[src/rtl/boot_loader_pkg.sv]
// rtl/boot_loader_pkg.sv - shared types and constants for the instruction memory boot loader
//
// Purpose: state encoding, frame constants and address helper used by
// imem_boot_loader and byte_word_assembler.
// Ports: none (package).

package boot_loader_pkg;

  typedef enum logic [2:0] {
    ST_IDLE   = 3'd0,
    ST_LEN_LO = 3'd1,
    ST_LEN_HI = 3'd2,
    ST_DATA   = 3'd3,
    ST_CHECK  = 3'd4,
    ST_DONE   = 3'd5,
    ST_ERROR  = 3'd6
  } state_e;

  // Frame header is LEN_LO followed by LEN_HI.
  localparam int HDR_BYTES      = 2;
  localparam int BYTES_PER_WORD = 4;

  // Byte address of instruction word idx relative to the image base.
  function automatic logic [31:0] word_byte_addr(input logic [31:0] base,
                                                 input logic [15:0] idx);
    return base + (32'(idx) * 32'(BYTES_PER_WORD));
  endfunction

endpackage

[src/rtl/byte_word_assembler.sv]
// rtl/byte_word_assembler.sv - packs a little-endian byte stream into 32-bit words
//
// Purpose: byte k of each word lands in bits [8k+7:8k]. word_o presents the
// word including the byte being accepted this cycle, so the caller can
// register a complete word on the same edge that takes the last byte.
// Ports:
//   clk          rising-edge clock
//   rst_n        asynchronous active-low reset
//   clear_i      drop any partial word and restart at byte 0
//   byte_valid_i a byte is being accepted this cycle
//   byte_i       the byte being accepted
//   byte_idx_o   lane the next accepted byte will fill (0..3)
//   word_o       staged word with the current byte merged in
//   word_ready_o pulses in the cycle the fourth byte of a word is accepted

import boot_loader_pkg::*;

module byte_word_assembler (
  input  logic        clk,
  input  logic        rst_n,
  input  logic        clear_i,
  input  logic        byte_valid_i,
  input  logic [7:0]  byte_i,
  output logic [1:0]  byte_idx_o,
  output logic [31:0] word_o,
  output logic        word_ready_o
);

  logic [31:0] stage_q, stage_d;
  logic [1:0]  idx_q, idx_d;
  logic [31:0] merged;

  always_comb begin
    merged = stage_q;
    case (idx_q)
      2'd0:    merged[7:0]   = byte_i;
      2'd1:    merged[15:8]  = byte_i;
      2'd2:    merged[23:16] = byte_i;
      default: merged[31:24] = byte_i;
    endcase
  end

  always_comb begin
    stage_d = stage_q;
    idx_d   = idx_q;
    if (clear_i) begin
      stage_d = '0;
      idx_d   = '0;
    end else if (byte_valid_i) begin
      stage_d = merged;
      idx_d   = idx_q + 2'd1;
    end
  end

  always_ff @(posedge clk or negedge rst_n) begin
    if (!rst_n) begin
      stage_q <= '0;
      idx_q   <= '0;
    end else begin
      stage_q <= stage_d;
      idx_q   <= idx_d;
    end
  end

  assign byte_idx_o   = idx_q;
  assign word_o       = merged;
  assign word_ready_o = byte_valid_i && !clear_i && (idx_q == 2'(BYTES_PER_WORD - 1));

endmodule

[src/rtl/imem_boot_loader.sv]
// rtl/imem_boot_loader.sv - loads a framed byte-stream program image into instruction memory
//
// Purpose: parses LEN_LO, LEN_HI, 4*N data bytes and a CHK byte, writes each
// assembled word to instruction memory and holds the core in reset until the
// whole image is in and its XOR checksum matches.
// Ports:
//   clk          rising-edge clock
//   reset        asynchronous active-low reset
//   start        begin a load (honoured in IDLE, DONE, ERROR)
//   rx_data      incoming byte
//   rx_valid     rx_data valid
//   rx_ready     loader accepts a byte this cycle
//   imem_we      one-cycle write strobe per word
//   imem_addr    byte address of the word being written
//   imem_wdata   word being written
//   cpu_reset_n  active-low core reset, high only while DONE
//   load_done    image loaded, checksum good
//   load_error   load aborted (length, checksum or timeout)

import boot_loader_pkg::*;

module imem_boot_loader #(
  parameter int          IMEM_DEPTH     = 256,
  parameter logic [31:0] BASE_ADDR      = 32'h0000_0000,
  parameter int          TIMEOUT_CYCLES = 100000
) (
  input  logic        clk,
  input  logic        reset,
  input  logic        start,
  input  logic [7:0]  rx_data,
  input  logic        rx_valid,
  output logic        rx_ready,
  output logic        imem_we,
  output logic [31:0] imem_addr,
  output logic [31:0] imem_wdata,
  output logic        cpu_reset_n,
  output logic        load_done,
  output logic        load_error
);

  localparam logic [16:0] DEPTH_W  = 17'(IMEM_DEPTH);
  localparam logic [31:0] TMO_LAST = 32'(TIMEOUT_CYCLES - 1);

  state_e      state_q, state_d;
  logic [15:0] len_q, len_d;
  logic [7:0]  chk_q, chk_d;
  logic [15:0] word_idx_q, word_idx_d;
  logic [31:0] tmo_q, tmo_d;

  logic        we_q, we_d;
  logic [31:0] addr_q, addr_d;
  logic [31:0] wdata_q, wdata_d;
  logic        cpu_rst_n_q, done_q, error_q;

  logic        accept;
  logic        in_frame;
  logic        asm_clear;
  logic        asm_valid;
  logic [1:0]  asm_idx;
  logic [31:0] asm_word;
  logic        asm_ready;
  logic [15:0] len_full;

  assign in_frame = (state_q == ST_LEN_LO) || (state_q == ST_LEN_HI) ||
                    (state_q == ST_DATA)   || (state_q == ST_CHECK);
  assign rx_ready = in_frame;
  assign accept   = rx_valid && rx_ready;
  assign asm_valid = accept && (state_q == ST_DATA);
  assign len_full = {rx_data, len_q[7:0]};

  byte_word_assembler u_asm (
    .clk          (clk),
    .rst_n        (reset),
    .clear_i      (asm_clear),
    .byte_valid_i (asm_valid),
    .byte_i       (rx_data),
    .byte_idx_o   (asm_idx),
    .word_o       (asm_word),
    .word_ready_o (asm_ready)
  );

  always_comb begin
    state_d    = state_q;
    len_d      = len_q;
    chk_d      = chk_q;
    word_idx_d = word_idx_q;
    tmo_d      = tmo_q;
    we_d       = 1'b0;
    addr_d     = addr_q;
    wdata_d    = wdata_q;
    asm_clear  = 1'b0;

    case (state_q)
      ST_IDLE, ST_DONE, ST_ERROR: begin
        if (start) begin
          state_d    = ST_LEN_LO;
          len_d      = '0;
          chk_d      = '0;
          word_idx_d = '0;
          tmo_d      = '0;
          asm_clear  = 1'b1;
        end
      end
      ST_LEN_LO: begin
        if (accept) begin
          len_d[7:0] = rx_data;
          chk_d      = chk_q ^ rx_data;
          state_d    = ST_LEN_HI;
        end
      end
      ST_LEN_HI: begin
        if (accept) begin
          len_d = len_full;
          chk_d = chk_q ^ rx_data;
          if (len_full == 16'd0)
            state_d = ST_CHECK;
          else if ({1'b0, len_full} > DEPTH_W)
            state_d = ST_ERROR;
          else
            state_d = ST_DATA;
        end
      end
      ST_DATA: begin
        if (accept) begin
          chk_d = chk_q ^ rx_data;
          if (asm_ready) begin
            we_d       = 1'b1;
            addr_d     = word_byte_addr(BASE_ADDR, word_idx_q);
            wdata_d    = asm_word;
            word_idx_d = word_idx_q + 16'd1;
            if ((word_idx_q + 16'd1) == len_q)
              state_d = ST_CHECK;
          end
        end
      end
      ST_CHECK: begin
        if (accept)
          state_d = (rx_data == chk_q) ? ST_DONE : ST_ERROR;
      end
      default: state_d = ST_IDLE;
    endcase

    // Inactivity watchdog: any accepted byte re-arms it; an idle cycle on
    // the last count aborts the frame.
    if (in_frame) begin
      if (accept) begin
        tmo_d = '0;
      end else if (tmo_q >= TMO_LAST) begin
        state_d = ST_ERROR;
        tmo_d   = '0;
      end else begin
        tmo_d = tmo_q + 32'd1;
      end
    end
  end

  always_ff @(posedge clk or negedge reset) begin
    if (!reset) begin
      state_q     <= ST_IDLE;
      len_q       <= '0;
      chk_q       <= '0;
      word_idx_q  <= '0;
      tmo_q       <= '0;
      we_q        <= 1'b0;
      addr_q      <= '0;
      wdata_q     <= '0;
      cpu_rst_n_q <= 1'b0;
      done_q      <= 1'b0;
      error_q     <= 1'b0;
    end else begin
      state_q     <= state_d;
      len_q       <= len_d;
      chk_q       <= chk_d;
      word_idx_q  <= word_idx_d;
      tmo_q       <= tmo_d;
      we_q        <= we_d;
      addr_q      <= addr_d;
      wdata_q     <= wdata_d;
      // Status follows the next state so it is valid from the first cycle
      // spent in DONE/ERROR and drops the cycle after a restart.
      cpu_rst_n_q <= (state_d == ST_DONE);
      done_q      <= (state_d == ST_DONE);
      error_q     <= (state_d == ST_ERROR);
    end
  end

  assign imem_we     = we_q;
  assign imem_addr   = addr_q;
  assign imem_wdata  = wdata_q;
  assign cpu_reset_n = cpu_rst_n_q;
  assign load_done   = done_q;
  assign load_error  = error_q;

  logic unused_ok;
  assign unused_ok = ^asm_idx;

endmodule

[config.mk]
export PLATFORM = sky130hd
export DESIGN_NAME = imem_boot_loader
export DESIGN_NICKNAME = d
export VERILOG_FILES = /design/src/rtl/boot_loader_pkg.sv /design/src/rtl/byte_word_assembler.sv /design/src/rtl/imem_boot_loader.sv
export SDC_FILE = /design/constraint.sdc
export NUM_CORES = 1
export LEC_CHECK = 0
export BUFFER_PORTS_ARGS = -buffer_cell sky130_fd_sc_hd__buf_2
export CAP_MARGIN = 40
export CORE_ASPECT_RATIO = 1.1
export CORE_MARGIN = 2
export CORE_UTILIZATION = 60
export CTS_CLUSTER_SIZE = 28
export DETAILED_ROUTE_END_ITERATION = 10
export PLACE_DENSITY_LB_ADDON = 0.08
export SLEW_MARGIN = 10
export SYNTH_ARGS = -nofsm -noshare
export SYNTH_HDL_FRONTEND = slang
export SYNTH_HIERARCHICAL = 1
export SYNTH_SLANG_ARGS = --single-unit
[constraint.sdc]
create_clock -name clk -period 3.1 [get_ports clk]
set_input_delay 0.465 -clock clk [delete_from_list [all_inputs] [get_ports clk]]
set_output_delay 0.465 -clock clk [all_outputs]
set_load 0.05 [all_outputs]
==> results_dict.tcl <==
set metrics [dict create \
    layout_min_cycle_time_ns 2.710 \
    rsz0062_at_grt "false" \
    ys.warnings.count 6 \
    grt_util_met3 0.06167 \
    fin_tns_setup_ns 0 \
    postRouteAntennaNets 0 \
    ys_types 63 \
    vias_per_cell 5.755 \
    async_flop_share 1.000 \
    finalSetupViolCount 0 \
    antenna_found_initial 0 \
    tightest_slew_ns 0.6729 \
    crit_chain "ha_1, nand3_1, o22ai_1, o2111ai_1, nor4_1, a31oi_1, o21ai_1, a311oi_2" \
    pwr-share-comb 0.296 \
    grt_use_total 0.2750 \
    cellPowerDensity_nw_per_um2 727.9 \
    dp_hpwl_mm 12.85 \
    max_freq_mhz 369.0 \
    wl_mm 19.36 \
    p_clk_frac 0.318 \
    critPathArrivalTime_ns 2.98 \
    grt_start_max_net_pins 91 \
    busiest_layer "met2" \
    endpoint_kind "flip-flop" \
    clk_pin_slew_ns 0.06 \
    hold_class "input pin to flip-flop" \
    core_area_um2 13320 \
    ir_worst_vdd_v 0.0004185 \
    path_class "flip-flop to flip-flop" \
    clockBufferDepth 2 \
    p_sw_frac 0.3540 \
    grt_pass1_wl_mm 31.54 \
    path_max_fanout 8 \
    fin_skew_ns 0.008249 \
    worstPathRequired_ns 3.37 \
    die_w_um 115.8 \
    cts_tree "done" \
    synth_top_flop_cell "dfrtp_1" \
    n_antenna_cell 0 \
    cts_setup_buffers 0 \
    maxCapViolCount 0 \
    cp_slowest_cell "nor4_1" \
    syn_inst 880 \
    cts-root-buf "clkbuf_16" \
    postSynthAreaPerCell_um2 9.378 \
    fillers 1074 \
    wl_per_cell_um 17.27 \
    netlist_area_um2 8253 \
    clock_sinks 160 \
    clk_latency_ns 0.43 \
    io-pin-count 81 \
    relSlewSlack 0.5514 \
    pwr-share-seq 0.386 \
    finalWeightedCongestion 0.8711 \
    start_util 0.6195 \
    die_area_um2 14710 \
    cts_buffers 17 \
    drc 0 \
    status "completed" \
    grt_pass1_vias 6253 \
    crit_path_max_incr_delay_ns 0.53 \
    area_growth_pct 11.86 \
    overflow 0 \
    fin_crit_sh 0.8743 \
    port_buffers 64 \
    drv_slew 0 \
    vias 6451 \
    final_util 0.6929 \
    p_leak_nw 4.725 \
    synth-edff-count 0 \
    die_y_um 127.0 \
    switchingPower_mw 2.378 \
    drive_above_1_share 0.1654 \
    multi_input_area_um2 3879 \
    p_int_mw 4.341 \
    drt_iter0_markers 514 \
    use_met2 0.4458 \
    finalNetCount 943 \
    ys_seq_area_frac 0.4851 \
    hold_violations 0 \
    rows 44 \
    seqCellArea_um2 4004 \
    use_met1 0.3661 \
    dr.pass1.iters 5 \
    htreeDepth 4 \
    startpoint_type "flip-flop" \
    synth-seq-cells 160 \
    cts_resized 0 \
]
==> cell usage in the layout, fill, tap and decap left out, types with 4 or more instances in the layout <==
cell	synthesis	layout
mux2i_1	35	35
clkbuf_16	0	17
mux2_2	32	32
nand2b_1	45	45
dfrtp_1	160	160
a31oi_1	7	7
conb_1	1	16
nor2b_1	5	5
nand3_1	24	24
nor3_1	5	5
and2_1	18	18
inv_1	19	19
xnor2_1	14	14
a21oi_1	11	11
ha_1	7	7
nand2_1	203	202
xor2_1	19	19
o21ai_0	79	79
o31ai_1	13	13
buf_2	9	63
nor4_1	16	16
nor2_1	35	35
and3_1	13	13
buf_4	20	7
nand2_2	3	4
==> cell type report <==
cell class | instances | area share
clock buffer | 20 | 0.04730
clock inverter | 12 | 0.01708
inverter | 20 | 0.008132
multi-input combinational | 650 | 0.4202
sequential | 160 | 0.4337
tap | 184 | 0.02494
timing repair buffer | 75 | 0.04866
==> power by group through the flow <==
stage | combinational [mW] | clock (mW) | sequential, mW
floorplan | 1.56 | 0 | 2.53
detailed placement | 1.95 | 0 | 2.62
global route | 2.18 | 2.25 | 2.62
global placement | 1.90 | 0 | 2.60
finish | 1.99 | 2.13 | 2.59
CTS | 1.97 | 2.16 | 2.59
==> cell usage after synthesis (all sizes together), types with 2 or more instances <==
library cell  count  share of area
buf              32          0.028
xnor2            15          0.017
inv              20         0.0091
o41ai             2         0.0021
and3             14          0.011
o21ai            82          0.050
or3b              3         0.0035
nor2             35          0.016
nand2b           45          0.034
o22ai             2         0.0015
or4               2         0.0023
dfrtp           160           0.49
o31ai            13          0.012
mux2             32          0.044
nor2b             5         0.0038
a22o              3         0.0032
nor3              5         0.0030
xor2             19          0.020
ha                7          0.011
a21oi            11         0.0067
a211oi            3         0.0027
a31oi             7         0.0053
mux2i            35          0.042
nand4             5         0.0064
and4              3         0.0035
clkbuf           33          0.015
nand3            24          0.015
nor4             18          0.015
nand2           206          0.095
or2               2         0.0015
and2             19          0.015
a211o             2         0.0021
o311ai            2         0.0021
==> kinds of logic after synthesis <==
family / Yosys count / share of synthesized area
other: 1 / 0.0004544
AND/OR/NAND/NOR: 389 / 0.2274
multiplexers: 67 / 0.08611
AO/OA/AOI/OAI: 136 / 0.1001
flip-flops: 160 / 0.4851
buffers and inverters: 85 / 0.05200
adder cells (fa/ha/maj): 8 / 0.01182
XOR/XNOR: 34 / 0.03699
==> through the flow <==
stage          hold slack [ns]  cells  power (mW)  setup slack [ns]  area, µm²
6_report                0.4223   1121       6.719            0.3897       9231
5_1_grt                 0.4400   1121       7.050            0.1090       9231
4_1_cts                 0.4026   1121       6.714            0.4297       9231
3_5_place_dp            0.3967   1088       4.575            0.4379       8627
3_3_place_gp            0.3941   1088       4.501            0.4308       8627
2_1_floorplan           0.1694    895       4.093            0.6127       8309
==> what timing repair did <==
action | 4_1_cts | 5_1_grt
hold endpoints to repair | 37 | 0
endpoints found under the setup margin | 0 | 0
hold buffers | 1 | 0
==> flip-flops by register name (all words and copies together), names as in the netlist <==
name / cells
len_q: 16
load_error: 1
word_idx_q: 16
chk_q: 8
u_asm/byte_idx_o: 2
imem_addr: 16
tmo_q: 32
imem_wdata: 32
imem_we: 1
load_done: 1
u_asm/stage_q: 32
state_q: 3
==> metal layers <==
metal,share of wire,wire length [µm]
met5,0,0
met4,0.021,414
met3,0.052,1013
met2,0.49,9418
met1,0.44,8514
==> critical path, delay by kind of cell (launching register included) <==
kind	cells	cell delay [ns]
flops	1	0.51
simple gates	2	0.82
fa+ha+maj	1	0.31
compound gates	5	0.91
==> final timing paths <==
| check | startpoint | endpoint | slack [ns] | cells after the start |
|---|---|---|---|---|
| worst max-delay path | word_idx_q[0] | load_done | 0.39 | 8 |
| worst min-delay path | rx_data[1] | len_q[1] | 0.42 | 3 |
| worst max register to register | word_idx_q[0] | load_done | 0.39 | 8 |
| worst min register to register | imem_wdata[3] | imem_wdata[3] | 0.47 | 2 |
| max in group asynchronous | reset | imem_wdata[4] | 1.80 | 3 |
| min in group asynchronous | reset | tmo_q[14] | 0.52 | 2 |
Power figures use the tool's default switching activity.
